--- src/rtl/button_if.sv ---
// button_if: button pin levels in, conditioned level and event pulses out
interface button_if #(
    parameter int N_BTN = 3
);
    logic [N_BTN-1:0] btn_in;
    logic [N_BTN-1:0] btn_level;
    logic [N_BTN-1:0] btn_press;
    logic [N_BTN-1:0] btn_release;
    logic [N_BTN-1:0] btn_act;
    modport master(output btn_in, input btn_level, btn_press, btn_release, btn_act);
    modport slave(input btn_in, output btn_level, btn_press, btn_release, btn_act);
endinterface

--- src/rtl/button_conditioner.sv ---
// button_conditioner: per-channel synchroniser, counter debouncer, press/release pulses
// and hold-to-repeat act pulse train
module button_conditioner #(
    parameter int               N_BTN        = 3,
    parameter int               DB_CYCLES    = 250000,
    parameter int               REPEAT_DELAY = 12500000,
    parameter int               REPEAT_RATE  = 2500000,
    parameter logic [N_BTN-1:0] REPEAT_MASK  = 3'b011,
    parameter int               CNT_W        = 24
) (
    input logic   clk,
    input logic   reset,
    button_if.slave bus
);
    localparam int MAX_A = DB_CYCLES > REPEAT_DELAY ? DB_CYCLES : REPEAT_DELAY;
    localparam int MAX_C = MAX_A > REPEAT_RATE ? MAX_A : REPEAT_RATE;
    localparam logic [CNT_W-1:0] DB_LAST = CNT_W'(DB_CYCLES - 1);
    localparam logic [CNT_W-1:0] RD_LAST = CNT_W'(REPEAT_DELAY - 1);
    localparam logic [CNT_W-1:0] RR_LAST = CNT_W'(REPEAT_RATE - 1);
    localparam logic [CNT_W-1:0] ONE     = CNT_W'(1);
    localparam logic [1:0] IDLE   = 2'd0;
    localparam logic [1:0] DELAY  = 2'd1;
    localparam logic [1:0] REPEAT = 2'd2;

    if (64'(MAX_C) >= (64'd1 << CNT_W)) begin : g_cnt_w_check
        $error("CNT_W too narrow for the configured cycle counts");
    end

    logic [N_BTN-1:0] s1_q, s2_q;

    always_ff @(posedge clk or negedge reset) begin
        if (!reset) begin
            s1_q <= '0;
            s2_q <= '0;
        end else begin
            s1_q <= bus.btn_in;
            s2_q <= s1_q;
        end
    end

    for (genvar c = 0; c < N_BTN; c++) begin : g_ch
        logic [CNT_W-1:0] db_cnt_q, db_cnt_d, rp_cnt_q, rp_cnt_d;
        logic [1:0]       st_q, st_d;
        logic             lvl_q, lvl_d, press_q, press_d, rel_q, rel_d, act_q, act_d;
        logic             diff, acc;

        // FSM reacts to the next-cycle level so release and return to IDLE share an edge
        always_comb begin
            diff     = s2_q[c] != lvl_q;
            acc      = diff && db_cnt_q == DB_LAST;
            lvl_d    = acc ? s2_q[c] : lvl_q;
            db_cnt_d = (!diff || acc) ? '0 : db_cnt_q + ONE;
            press_d  = acc && s2_q[c];
            rel_d    = acc && !s2_q[c];
            st_d     = st_q;
            rp_cnt_d = rp_cnt_q;
            act_d    = press_d;
            if (!REPEAT_MASK[c]) begin
                st_d     = IDLE;
                rp_cnt_d = '0;
            end else if (st_q == IDLE) begin
                st_d     = press_d ? DELAY : IDLE;
                rp_cnt_d = press_d ? ONE : '0;
            end else if (!lvl_d) begin
                st_d     = IDLE;
                rp_cnt_d = '0;
            end else if (st_q == DELAY) begin
                st_d     = rp_cnt_q == RD_LAST ? REPEAT : DELAY;
                rp_cnt_d = rp_cnt_q == RD_LAST ? '0 : rp_cnt_q + ONE;
            end else begin
                act_d    = rp_cnt_q == '0;
                rp_cnt_d = rp_cnt_q == RR_LAST ? '0 : rp_cnt_q + ONE;
            end
        end

        always_ff @(posedge clk or negedge reset) begin
            if (!reset) begin
                db_cnt_q <= '0;
                rp_cnt_q <= '0;
                st_q     <= IDLE;
                lvl_q    <= 1'b0;
                press_q  <= 1'b0;
                rel_q    <= 1'b0;
                act_q    <= 1'b0;
            end else begin
                db_cnt_q <= db_cnt_d;
                rp_cnt_q <= rp_cnt_d;
                st_q     <= st_d;
                lvl_q    <= lvl_d;
                press_q  <= press_d;
                rel_q    <= rel_d;
                act_q    <= act_d;
            end
        end

        assign bus.btn_level[c]   = lvl_q;
        assign bus.btn_press[c]   = press_q;
        assign bus.btn_release[c] = rel_q;
        assign bus.btn_act[c]     = act_q;
    end
endmodule

--- src/flat_wrapper.sv ---
// flat-port wrapper written by rule: the top's interface ports become plain ports
module button_conditioner_flat 
#(
    parameter int               N_BTN        = 3,
    parameter int               DB_CYCLES    = 250000,
    parameter int               REPEAT_DELAY = 12500000,
    parameter int               REPEAT_RATE  = 2500000,
    parameter logic [N_BTN-1:0] REPEAT_MASK  = 3'b011,
    parameter int               CNT_W        = 24
)
  (clk, reset, bus_btn_in, bus_btn_level, bus_btn_press, bus_btn_release, bus_btn_act);
  button_if #(.N_BTN(N_BTN)) bus_i ();
  input logic clk;
  input logic reset;
  input wire logic [$bits(bus_i.btn_in)-1:0] bus_btn_in;
  output wire logic [$bits(bus_i.btn_level)-1:0] bus_btn_level;
  output wire logic [$bits(bus_i.btn_press)-1:0] bus_btn_press;
  output wire logic [$bits(bus_i.btn_release)-1:0] bus_btn_release;
  output wire logic [$bits(bus_i.btn_act)-1:0] bus_btn_act;
  assign bus_i.btn_in = bus_btn_in;
  assign bus_btn_level = bus_i.btn_level;
  assign bus_btn_press = bus_i.btn_press;
  assign bus_btn_release = bus_i.btn_release;
  assign bus_btn_act = bus_i.btn_act;
  button_conditioner #(.N_BTN(N_BTN), .DB_CYCLES(DB_CYCLES), .REPEAT_DELAY(REPEAT_DELAY), .REPEAT_RATE(REPEAT_RATE), .REPEAT_MASK(REPEAT_MASK), .CNT_W(CNT_W)) u_core (.clk(clk), .reset(reset), .bus(bus_i));
endmodule
--- config.mk ---
export PLATFORM = sky130hd
export DESIGN_NAME = button_conditioner_flat
export DESIGN_NICKNAME = d
export VERILOG_FILES = /design/src/rtl/button_if.sv /design/src/rtl/button_conditioner.sv /design/src/flat_wrapper.sv
export SDC_FILE = /design/constraint.sdc
export NUM_CORES = 1
export LEC_CHECK = 0
export BUFFER_PORTS_ARGS = -buffer_cell sky130_fd_sc_hd__buf_2
export CAP_MARGIN = 15
export CORE_UTILIZATION = 35
export CTS_CLUSTER_DIAMETER = 200
export CTS_CLUSTER_SIZE = 10
export DETAILED_ROUTE_END_ITERATION = 10
export GPL_TIMING_DRIVEN = 0
export SYNTH_ARGS = -nofsm -noshare
export SYNTH_HDL_FRONTEND = slang
export SYNTH_SLANG_ARGS = --single-unit
--- constraint.sdc ---
create_clock -name clk -period 2.11 [get_ports clk]
set_input_delay 0.1055 -clock clk [delete_from_list [all_inputs] [get_ports clk]]
set_output_delay 0.1055 -clock clk [all_outputs]
set_load 0.05 [all_outputs]
# Yosys cells after proc, flatten, opt, wreduce, memory -nomap -nowiden
# Index checks and enable logic that the tools add are counted.
# word_totals
register_bits,141
word_cells,94
in_bits,5
mem_bits_ro,0
ram_bits,0
memories,0
latch_bits,0
out_inout_bits,12
# classes
bitwise_logic,0
n_mux,33
order_cmp,0
multipliers,0
n_shift,0
add_sub_neg,5
n_reduce_logical,22
eq_ne,14
div,0
# op_table
op,count
$mux W24,13
$add A24 B1 Y24 const B,5
$eq A24 B18 Y1 const B,3
$eq A24 B22 Y1 const B,2
$eq A24 B24 Y1 const B,2
$logic_not A24 Y1,2
$mux W2,8
$mux W1,12
$logic_and A1 B1 Y1,9
$logic_not A1 Y1,6
$ne A3 B3 Y1 const B,2
$eq A2 B1 Y1 const B,2
$logic_not A2 Y1,2
$logic_or A1 B1 Y1,3
$ne A1 B1 Y1,3

# Longest topological paths before layout
# depth
word_depth,6
depth_mapped,7
ltp_nobuf,6

# Worst setup path before layout
# OpenSTA, ideal clock, no wires.
# synth_path
path_type,flip-flop to flip-flop
startpoint,reg u_core.g_ch[0].db_cnt_q[6]
endpoint,reg u_core.g_ch[0].rp_cnt_q[13]
path_buffers,1
t_required_ps,1989
path_slack_ps,20
arrival_ps,1969
path_stages_with_launch,7
path_cell_list,dfrtp_1 -> nor4bb_1 -> nand4_1 -> nor4_4 -> mux2i_2 -> buf_6 -> nor3_2
# synth_between
elab_chain_len,5
# synth_lines
element,line,rtl
"start, declared",button_conditioner.sv:42,"logic [CNT_W-1:0] db_cnt_q, db_cnt_d, rp_cnt_q, rp_cnt_d;"
"start signal, assigned",button_conditioner.sv:86,db_cnt_q <= db_cnt_d;
$eq A24 B18 Y1,button_conditioner.sv:50,acc = diff && db_cnt_q == DB_LAST;
$logic_and A1 B1 Y1,button_conditioner.sv:50,
$mux W1,button_conditioner.sv:51,lvl_d = acc ? s2_q[c] : lvl_q;
$mux W24,button_conditioner.sv:64,end else if (!lvl_d) begin
$mux W24,button_conditioner.sv:61,end else if (st_q == IDLE) begin
via u_core.g_ch[0].rp_cnt_d[13],button_conditioner.sv:42,
"end signal, assigned",button_conditioner.sv:87,rp_cnt_q <= rp_cnt_d;
"end, declared",button_conditioner.sv:42,
# The timed path passes the listed nets, and every way through them passes these cells.
# A chain may end at the register's enable or synchronous reset.

# Worst setup path in the final report
# layout_path
startpoint,reg u_core.g_ch[0].rp_cnt_q[9]
endpoint,reg u_core.g_ch[0].rp_cnt_q[17]
# layout_between
elab_chain_len,5
word_cells_on_any_way,8
classes_between,add/sub (1); eq/ne (2); mux (5)
# layout_lines
element,line,rtl
$add A24 B1 Y24 (tied with other cells),"button_conditioner.sv:69, button_conditioner.sv:72",
"$mux W24, on equally long branches","button_conditioner.sv:72, button_conditioner.sv:69",
$mux W24 *,button_conditioner.sv:67,end else if (st_q == DELAY) begin
$mux W24 *,button_conditioner.sv:64,
$mux W24 *,button_conditioner.sv:61,
via u_core.g_ch[0].rp_cnt_d[17],button_conditioner.sv:42,
# Mark *: on every way through the listed nets, which the timed path passes. The rest lies on a longest branch.

==> impl_results.html <==
<table>
<tr><th>Metric</th><th>Value</th></tr>
<tr><th colspan="2">Global routing</th></tr>
<tr><td>Via count of the first global-routing pass</td><td>5,228</td></tr>
<tr><td>First-pass GRT wire length</td><td>24.63 mm</td></tr>
<tr><td>Global routing usage summed across all routing layers</td><td>0.1492</td></tr>
<tr><td>Initial antenna violation count</td><td>0</td></tr>
<tr><td>Pin count of the biggest net entering global routing</td><td>74</td></tr>
<tr><td>Global route overflow</td><td>0</td></tr>
<tr><th colspan="2">Critical path</th></tr>
<tr><td>Startpoint kind of the worst setup timing path</td><td>register</td></tr>
<tr><td>Slowest library cell on the worst path</td><td>or4_4</td></tr>
<tr><td>Required arrival time at the worst endpoint</td><td>2.41 ns</td></tr>
<tr><td>Kind of critical path</td><td>reg2reg</td></tr>
<tr><td>CP Capture Type</td><td>register</td></tr>
<tr><td>Highest cell delay on the worst timing path</td><td>0.58 ns</td></tr>
<tr><td>Most used cell, CP</td><td>buf_6</td></tr>
<tr><td>CP cell instances</td><td>or4_4, nor3_1, a21oi_2, o22ai_4, buf_6, buf_6, nor3_2</td></tr>
<tr><td>Max Fanout on Critical Path</td><td>5</td></tr>
<tr><td>CP Data Arrival Time</td><td>2.34 ns</td></tr>
<tr><th colspan="2">Floorplan</th></tr>
<tr><td>Overall die area</td><td>20,820 um2</td></tr>
<tr><td>Core footprint</td><td>19,650 um2</td></tr>
<tr><td>Chip width</td><td>144.3 um</td></tr>
<tr><td>Io pins</td><td>17</td></tr>
<tr><td>Site Rows</td><td>51</td></tr>
<tr><td>Starting utilization of the core area</td><td>0.3606</td></tr>
<tr><td>Chip height</td><td>144.3 um</td></tr>
<tr><th colspan="2">Logic synthesis</th></tr>
<tr><td>Portion of synthesized cell area occupied by the leading cell type</td><td>0.4979</td></tr>
<tr><td>Per-instance average area after synthesis</td><td>9.870 um2</td></tr>
<tr><td>Most instantiated flip-flop cell in the synthesis netlist</td><td>dfrtp_1</td></tr>
<tr><td>Number of enable flip-flop cells after synthesis</td><td>0</td></tr>
<tr><td>Total nets after synthesis</td><td>730</td></tr>
<tr><td>Synth async-reset ratio</td><td>1.000</td></tr>
<tr><td>Sequential fraction of the synthesis area</td><td>0.4979</td></tr>
<tr><td>Largest area contributor in the synthesized netlist</td><td>dfrtp_1</td></tr>
<tr><td>Mapped Area</td><td>7087 um2</td></tr>
<tr><td>Cells after synthesis</td><td>718</td></tr>
<tr><td>Most area-consuming cells after synthesis</td><td>dfrtp_1, xnor2_1, xor2_1</td></tr>
<tr><td>Flops &amp; latches, synth</td><td>141</td></tr>
<tr><td>Ys Warns</td><td>0</td></tr>
<tr><td>Distinct cells, synth</td><td>48</td></tr>
<tr><th colspan="2">STA</th></tr>
<tr><td>Max-slew violation count</td><td>0</td></tr>
<tr><td>Share of the cycle needed by the critical path after routing</td><td>0.9678</td></tr>
<tr><td>Final hold vios</td><td>0</td></tr>
<tr><td>Worst clock skew</td><td>0.01005 ns</td></tr>
<tr><td>RSZ-0062 raised after global routing</td><td>yes</td></tr>
<tr><td>Final-report setup violation count</td><td>0</td></tr>
<tr><td>Max-slew headroom at the worst pin</td><td>0.5474</td></tr>
<tr><td>Hold Worst Slack</td><td>0.2486 ns</td></tr>
<tr><td>Final WS setup</td><td>0.06786 ns</td></tr>
<tr><td>Least-Margin Pin Slew</td><td>0.6726 ns</td></tr>
<tr><td>Peak Freq</td><td>489.7 MHz</td></tr>
<tr><td>Shortest clock period the worst path allows after layout</td><td>2.042 ns</td></tr>
<tr><th colspan="2">Layout</th></tr>
<tr><td>Post-route cell area</td><td>8683 um2</td></tr>
<tr><td>Total number of nets in the final design</td><td>807</td></tr>
<tr><td>Highest-count cells in the layout ignoring fill and taps</td><td>dfrtp_1, nor2_1, xnor2_1</td></tr>
<tr><td>Area growth syn-to-layout</td><td>22.53%</td></tr>
<tr><td>Number of standard cells in the layout, taps in and fillers out</td><td>1,073</td></tr>
<tr><td>Number of antenna diodes</td><td>0</td></tr>
<tr><td>Leading cell type in the layout, fill and taps excluded</td><td>dfrtp_1</td></tr>
<tr><td>Fraction of final layout cells sized beyond drive strength 1</td><td>0.2079</td></tr>
<tr><th colspan="2">Pwr</th></tr>
<tr><td>LEAKAGE</td><td>0.003559 uW</td></tr>
<tr><td>Worst VDD drop</td><td>454.8 uV</td></tr>
<tr><td>Total power divided by cell area</td><td>680.1 nW/um2</td></tr>
<tr><td>Total power after layout</td><td>5906 uW</td></tr>
<tr><th colspan="2">Place</th></tr>
<tr><td>Final weighted congestion in routability-driven placement</td><td>0.7823</td></tr>
<tr><td>Count of buffers from port buffering</td><td>16</td></tr>
<tr><td>Worst slack after detailed placement</td><td>-0.3983 ns</td></tr>
<tr><td>Detail Placement HPWL</td><td>8.923 mm</td></tr>
<tr><td>Placed instance area</td><td>7532 um2</td></tr>
<tr><td>Post-placement cell count</td><td>1,000</td></tr>
<tr><th colspan="2">Drt</th></tr>
<tr><td>Via count</td><td>5,282</td></tr>
<tr><td>Total wirelength of the detailed-routed design</td><td>14.24 mm</td></tr>
<tr><td>First-iteration detailed-routing DRC count</td><td>225</td></tr>
<tr><td>Length of the first detailed-routing pass in iterations</td><td>4</td></tr>
<tr><td>Average via count per standard cell</td><td>4.923</td></tr>
<tr><td>Routed WL per cell</td><td>13.27 um</td></tr>
<tr><td>Post-detailed-route DRC marker count</td><td>0</td></tr>
<tr><td>Antenna-violating nets left</td><td>0</td></tr>
<tr><th colspan="2">Run</th></tr>
<tr><td>Number of max-capacitance violations reported</td><td>0</td></tr>
<tr><th colspan="2">CTS</th></tr>
<tr><td>Clock tree from TritonCTS</td><td>done</td></tr>
<tr><td>Clock input transition at the sequential cells of the worst setup and hold paths</td><td>0.06 ns</td></tr>
<tr><td>Root buffer cell</td><td>clkbuf_16</td></tr>
<tr><td>Worst-Skew Late Latency</td><td>0.42 ns</td></tr>
<tr><td>Max H-tree Level</td><td>4</td></tr>
<tr><td>Inserted Clock Buffers</td><td>17</td></tr>
<tr><td>Buffer depth of the longest clock path</td><td>2</td></tr>
<tr><td>CTS sink cnt</td><td>141</td></tr>
<tr><th colspan="2">Status</th></tr>
<tr><td>Run status</td><td>finished clean</td></tr>
<tr><th colspan="2">Hold path</th></tr>
<tr><td>Hold WC Path Type</td><td>in2async</td></tr>
</table>
cells by family after synthesis:
kind of cell / Yosys count / share of synthesized area
AOI/OAI and AO/OA: 16 / 0.01889
muxes: 2 / 0.003531
xor gates and xnor gates: 111 / 0.1372
DFF: 141 / 0.4979
adders and majority gates: 7 / 0.01236
buffers and inverters: 58 / 0.04096
and+or+nand+nor: 383 / 0.2892
cells in the mapped netlist, drive strengths merged, types with 3 or more instances:
cell    number
and3        17
and4         9
buf         22
clkbuf      11
dfrtp      141
ha           7
inv         25
nand2       43
nand3       43
nand4       35
nor2       110
nor3        67
nor3b        5
nor4        33
nor4b        3
o31ai        3
or2          4
or4          4
xnor2       56
xor2        55
critical path: cells and delay by family, from the launching register on:
kind	cells	cell delay, ns
buffers and inverters	2	0.27
flip-flops	1	0.43
AND/OR/NAND/NOR	3	0.89
AO/OA/AOI/OAI	2	0.34
through the flow:
step,setup TNS [ns],util
after global placement,-184.10,0.3815
after global routing,-1.908,0.4418
after detailed placement,-17.11,0.3832
final,0,0.4418
after floorplan,0,-
after CTS,0,0.4300
where the power goes:
group          internal, uW  leakage, uW  total (uW)  switching [uW]
logic                  33.9      0.00132         123            89.1
registers              2720      0.00194        2740            17.0
clock network          1870     0.000295        3040            1180
routing by layer:
layer / wire [um] / GRT usage / share of wire / vias to the layer above
li1: - / - / - / 2632
met1: 6857 / 0.1905 / 0.48 / 2596
met2: 6927 / 0.2472 / 0.49 / 43
met3: 295 / 0.03411 / 0.021 / 11
met4: 162 / 0.05152 / 0.011 / 0
met5: 0 / 0 / 0 / -
final cells by class:
type,instances,area [um2]
Buffer,32,237.7
Timing Repair Buffer,59,450.4
Inverter,25,93.84
Fill cell,1934,10970
Multi-Input combinational cell,519,3436
Clock buffer,19,432.9
Clock inverter,13,166.4
Sequential cell,141,3535
Tap cell,265,331.6
flip-flops by register name (all words and copies together), names as in the netlist:
register,flops
u_core.g_ch.db_cnt_q,72
u_core.g_ch.rp_cnt_q,48
u_core.g_ch.st_q,4
u_core.g_ch.lvl_q,3
u_core.g_ch.press_q,3
u_core.g_ch.rel_q,3
u_core.s1_q,3
u_core.s2_q,3
u_core.g_ch.act_q,2
timing repair:
| action | in CTS | in global routing |
|---|---|---|
| cloned | 2 | 0 |
| pin swaps | 5 | 12 |
| buffers inserted | 22 | 14 |
| endpoints found under the setup margin | 109 | 111 |
| gates resized for setup | 20 | 34 |
| hold buffers | 4 | 0 |
| endpoints found under the hold margin | 71 | 0 |
path summary, 6_finish.rpt:
kind / depth (start not counted) / startpoint / end / slack [ns]
setup / recovery: 7 / u_core.g_ch[0].rp_cnt_q[9] / u_core.g_ch[0].rp_cnt_q[17] / 0.07
hold / removal: 2 / reset / u_core.g_ch[1].db_cnt_q[21] / 0.25
setup reg to reg: 7 / u_core.g_ch[0].rp_cnt_q[9] / u_core.g_ch[0].rp_cnt_q[17] / 0.07
hold reg to reg: 0 / u_core.s1_q[2] / u_core.s2_q[2] / 0.35
max in group asynchronous: 3 / reset / u_core.g_ch[0].db_cnt_q[8] / 1.05
min in group clk: 2 / bus_btn_in[2] / u_core.s1_q[2] / 0.32
(Power assumes the default switching activity.)
